===== config.mk =====
export PLATFORM = sky130hd
export DESIGN_NAME = timestamp_stream_decoder
export DESIGN_NICKNAME = d
export VERILOG_FILES = /design/src/rtl/timestamp_stream_decoder_pkg.sv /design/src/rtl/timestamp_stream_decoder_sat_counter.sv /design/src/rtl/timestamp_stream_decoder.sv
export SDC_FILE = /design/constraint.sdc
export NUM_CORES = 1
export LEC_CHECK = 0
export CAP_MARGIN = 20
export CORE_MARGIN = 2
export CORE_UTILIZATION = 45
export DETAILED_ROUTE_END_ITERATION = 10
export GPL_ROUTABILITY_DRIVEN = 0
export HOLD_SLACK_MARGIN = 0.02
export PLACE_DENSITY = 0.82
export RECOVER_POWER = 100
export SLEW_MARGIN = 5
export SYNTH_ARGS = -nofsm -noshare
export SYNTH_HDL_FRONTEND = slang
export SYNTH_SLANG_ARGS = --single-unit
export TNS_END_PERCENT = 20

===== constraint.sdc =====
create_clock -name BUS_CLK -period 2.3 [get_ports BUS_CLK]
set_input_delay 0.23 -clock BUS_CLK [delete_from_list [all_inputs] [get_ports BUS_CLK]]
set_output_delay 0.23 -clock BUS_CLK [all_outputs]
set_load 0.1 [all_outputs]

===== src/rtl/timestamp_stream_decoder_pkg.sv =====
// timestamp_stream_decoder_pkg: word layout, type codes and FSM encoding shared by producer and decoder
package timestamp_stream_decoder_pkg;
  localparam int WORD_W   = 32;
  localparam int ID_MSB   = 31;
  localparam int ID_LSB   = 28;
  localparam int TYPE_MSB = 27;
  localparam int TYPE_LSB = 24;
  localparam logic [3:0] TYPE_TS_LO  = 4'd1;
  localparam logic [3:0] TYPE_TS_MID = 4'd2;
  localparam logic [3:0] TYPE_TS_HI  = 4'd3;
  typedef enum logic [1:0] {W1, W2, W3} state_t;
  function automatic logic [3:0] word_id(input logic [WORD_W-1:0] w);
    return w[ID_MSB:ID_LSB];
  endfunction
  function automatic logic [3:0] word_type(input logic [WORD_W-1:0] w);
    return w[TYPE_MSB:TYPE_LSB];
  endfunction
endpackage


===== src/rtl/timestamp_stream_decoder_sat_counter.sv =====
// sat_counter: up-counter that sticks at all-ones instead of wrapping
module sat_counter #(
  parameter int WIDTH = 8
) (
  input  logic             clk,
  input  logic             rst,
  input  logic             inc,
  output logic [WIDTH-1:0] count
);
  // count up on inc until every bit is set
  always_ff @(posedge clk)
    if (rst) count <= '0;
    else if (inc && !(&count)) count <= count + 1'b1;
endmodule


===== src/rtl/timestamp_stream_decoder.sv =====
// timestamp_stream_decoder: reassembles 64-bit timestamps from three typed 32-bit FIFO words
module timestamp_stream_decoder
  import timestamp_stream_decoder_pkg::*;
#(
  parameter logic [3:0] IDENTIFIER = 4'b0001
) (
  input  logic        BUS_CLK,
  input  logic        BUS_RST,
  input  logic        ENABLE,
  input  logic        FIFO_EMPTY,
  input  logic [31:0] FIFO_DATA,
  output logic        FIFO_READ,
  output logic        TS_VALID,
  input  logic        TS_READY,
  output logic [63:0] TIMESTAMP,
  output logic [7:0]  SEQ_ERR_CNT,
  output logic [7:0]  ORDER_ERR_CNT,
  output logic [15:0] FOREIGN_CNT
);
  state_t      state;
  logic [23:0] lo, mid;
  logic        have_prev;
  logic        stall, mine, foreign, is_lo, adv_mid, complete, seq_err, order_err;
  logic [3:0]  typ;
  logic [63:0] next_ts;
  assign stall     = state == W3 && TS_VALID && !TS_READY;
  assign FIFO_READ = ENABLE && !FIFO_EMPTY && !stall && !BUS_RST;
  assign typ       = word_type(FIFO_DATA);
  assign mine      = FIFO_READ && word_id(FIFO_DATA) == IDENTIFIER;
  assign foreign   = FIFO_READ && word_id(FIFO_DATA) != IDENTIFIER;
  assign is_lo     = mine && typ == TYPE_TS_LO;
  assign adv_mid   = mine && state == W2 && typ == TYPE_TS_MID;
  assign complete  = mine && state == W3 && typ == TYPE_TS_HI && FIFO_DATA[23:16] == 8'd0;
  assign seq_err   = mine && !(is_lo && state == W1) && !adv_mid && !complete;
  assign next_ts   = {FIFO_DATA[15:0], mid, lo};
  assign order_err = complete && have_prev && next_ts <= TIMESTAMP;
  // frame FSM with registered timestamp output; a stray type-1 word restarts the frame
  always_ff @(posedge BUS_CLK)
    if (BUS_RST) begin
      state     <= W1;
      lo        <= '0;
      mid       <= '0;
      have_prev <= 1'b0;
      TS_VALID  <= 1'b0;
      TIMESTAMP <= '0;
    end else begin
      if (TS_VALID && TS_READY) TS_VALID <= 1'b0;
      if (mine) state <= complete ? W1 : adv_mid ? W3 : is_lo ? W2 : W1;
      if (is_lo) lo <= FIFO_DATA[23:0];
      if (adv_mid) mid <= FIFO_DATA[23:0];
      if (complete) begin
        TIMESTAMP <= next_ts;
        TS_VALID  <= 1'b1;
        have_prev <= 1'b1;
      end
    end
  sat_counter #(.WIDTH(8))  u_seq     (.clk(BUS_CLK), .rst(BUS_RST), .inc(seq_err),   .count(SEQ_ERR_CNT));
  sat_counter #(.WIDTH(8))  u_order   (.clk(BUS_CLK), .rst(BUS_RST), .inc(order_err), .count(ORDER_ERR_CNT));
  sat_counter #(.WIDTH(16)) u_foreign (.clk(BUS_CLK), .rst(BUS_RST), .inc(foreign),   .count(FOREIGN_CNT));
endmodule


==> qor.csv <==
metric;value;unit
Starting Density;45.8;%
EDFF count, synth;0;
final WL;24400;µm
Worst Setup SP;TIMESTAMP[15]$_SDFFE_PP0N_;
placed instance area;0.0104;mm²
CTS tree;done;
DR vias/cell;5.38;
Cells after DPL;1438;
CP cell instances;inv_2, ha_4, nand4_1, buf_4, nor4_4, nor3b_2, and4bb_2, buf_12, a41oi_4, or3_1, a21oi_1;
DRC Markers;0;
port bufs;134;
Post-synth ARST share;0;%
Clock Skew;0.0101;ns
Crit. End Element;flip-flop;
post-synth cell types;50;
Die H;131;µm
Main synth FF type;dfxtp_1;
Worst Slack Setup Final;-0.389;ns
# setup viols final;11;
Final HPWL DP;16100;µm
VDD IR max;0.508;mV
first-pass GRT wire length;36500;µm
Final nets;1356;
failing checks;setup timing;
CP required;2.66;ns
Routed wire per std cell;16.4;µm
Slew HR;20.1;%
most frequent cells in the layout;nand2_1 (256), buf_4 (193), a21oi_1 (149), clkbuf_1 (84), dfxtp_1 (65);
reg-to-reg startpoint;TIMESTAMP[15]$_SDFFE_PP0N_;
Fill cells;1211;
post-layout util;69.1;%
Pre-Repair DR Iteration Count;6;
fin crit share;117;%
Hold Vio Cnt, Final;0;
CTS buffer count;17;
total track usage;27.4;%
Hold Crit Class;input pin to flip-flop;
worst hold slack;0.393;ns
crit-path max cell delay;0.37;ns
Crit path max-delay family;simple AND/OR/NAND/NOR gates;
Root Buffer;clkbuf_16;
Core Region;0.0158;mm²
min Tclk post-route;2.69;ns
DP Worst Slack;-0.667;ns
status;complete, but fails checks;
hold path startpoint;BUS_RST;
arrival time at the worst endpoint;3.05;ns
syn avg cell area;7.76;µm²
Pins Over Slew Limit;0;
Crit Path Class;flip-flop to flip-flop;
initial antenna violation count;0;
PD cells;502;mW/mm²
Clock transition at path regs;0.06;ns
Max Cap Viol;0;
antenna viol nets, final;0;
Skew-Pair Late Insertion Delay;0.43;ns
Synth warnings;0;
FMAX;0.372;GHz
RSZ-0062 raised after global routing;yes;
CP max stage cell;or3_1;
Worst Max-Slew Pin Slew;1.20;ns
Seq/Total Area, Yosys;40.9;%
Final Cell Area;0.0109;mm²
Die W;131;µm
number of global-route vias before repair;7748;
grt ovf;0;
H-tree depth;4;
vias post-DR;7964;
Max clock buf depth;2;
die area;0.0171;mm²
total power;5.49;mW
share of cells above drive strength 1;31.5;%
# diodes;0;
Iteration-0 DRC Markers;784;
most common cell after layout, fill and taps aside;nand2_1;
Syn Nets;1038;
TritonCTS Sinks;148;
largest net degree at the start of global routing;100;
area grow syn2layout;51.0;%
synthesized area;0.00725;mm²
Seq cells post-synth;148;
Post-Layout Cell Count;1481;
Startpoint Class;flip-flop;
Buf/Inv on CP;3;
Ports;135;
Rows;46;
Mapped Cells;934;
crit path max fanout;6;
FF-to-FF setup slack;-0.39;ns
Lkg Pwr;4.27;nW
Total Neg Setup Slack;-2.71;ns
## flip-flops by register name, indices dropped and copies added (netlist names)
| name | cells |
|---|---|
| TIMESTAMP | 64 |
| lo | 24 |
| mid | 24 |
| u_foreign.count | 16 |
| u_order.count | 8 |
| u_seq.count | 8 |
| state | 2 |
| TS_VALID | 1 |
| have_prev | 1 |
## where the power goes
| group | leakage [nW] | switching (mW) | total [mW] | internal [mW] |
|---|---|---|---|---|
| Combinational | 2.72 | 0.152 | 0.277 | 0.125 |
| Clock | 0.292 | 1.10 | 2.72 | 1.63 |
| Sequential | 1.25 | 0.00188 | 2.49 | 2.49 |
| Total | 4.27 | 1.25 | 5.49 | 4.24 |
## final timing paths
kind / to / cells past startpoint
worst max-delay path: u_order.count[4]$_SDFFE_PP0P_ / 11
worst max register to register: u_order.count[4]$_SDFFE_PP0P_ / 11
worst min-delay path: u_foreign.count[6]$_SDFFE_PP0P_ / 3
worst min register to register: TIMESTAMP[32]$_SDFFE_PP0N_ / 2
## kinds of logic (layout without fill, tap and decap cells)
kind of cell	Yosys count	count (layout)	synth area share (%)
multiplexers	3	3	0.414
buffers and inverters	117	447	6.27
AO/OA/AOI/OAI	191	192	14.7
adder cells (fa/ha/maj)	67	67	11.6
flip-flops	148	148	40.9
AND/OR/NAND/NOR	388	388	23.8
XOR/XNOR	20	20	2.42
## final cells by class
cell class,count,area [µm²],area share [%]
inverters,74,278,2.54
multi-input cells,670,4220,38.6
clock buffers,23,499,4.56
well taps,216,270,2.47
flip-flops and latches,148,3220,29.4
repair buffers,341,2380,21.7
clock inverters,9,72.6,0.663
## worst min-delay path, cell delays in order
cell	delay, ns
buf_4	0.11
buf_4	0.29
nor2_1	0.15
## what timing repair did
| item | CTS | global route |
|---|---|---|
| pin swaps | 26 | 20 |
| hold buffers | 0 | 0 |
| cloned | 1 | 0 |
| endpoints found under the setup margin | 8 | 18 |
| setup buffers | 6 | 5 |
| gates resized for setup | 26 | 30 |
## synth_stat cells (all sizes together) (2+ instances only)
cell type / instances / area share (%)
nor4: 4 / 0.43
nor4b: 2 / 0.24
buf: 2 / 0.31
xnor2: 3 / 0.36
a221oi: 4 / 0.48
and3: 7 / 0.60
a21oi: 153 / 11
xor2: 17 / 2.1
nor3: 9 / 0.69
o21ai: 19 / 1.3
and2: 2 / 0.17
mux2i: 3 / 0.41
nor2: 35 / 1.8
o2111a: 2 / 0.31
ha: 67 / 12
nand3: 22 / 1.5
nor4bb: 3 / 0.41
inv: 74 / 3.8
nand2b: 3 / 0.26
dfxtp: 148 / 41
or3: 9 / 0.85
and4: 3 / 0.36
nand2: 256 / 13
nor3b: 2 / 0.21
nand4: 22 / 1.9
clkbuf: 41 / 2.1
or2: 4 / 0.35
## routing by layer
layer  routed length, µm  GRT usage, %  vias to the layer above
met5                   0             0                        -
met4                1050          13.3                        0
met3                1700          6.39                       95
li1                    -             -                     3791
met2               12100          48.2                      343
met1                9490          31.4                     3735
No activity file was read; power rests on OpenSTA's default activity.
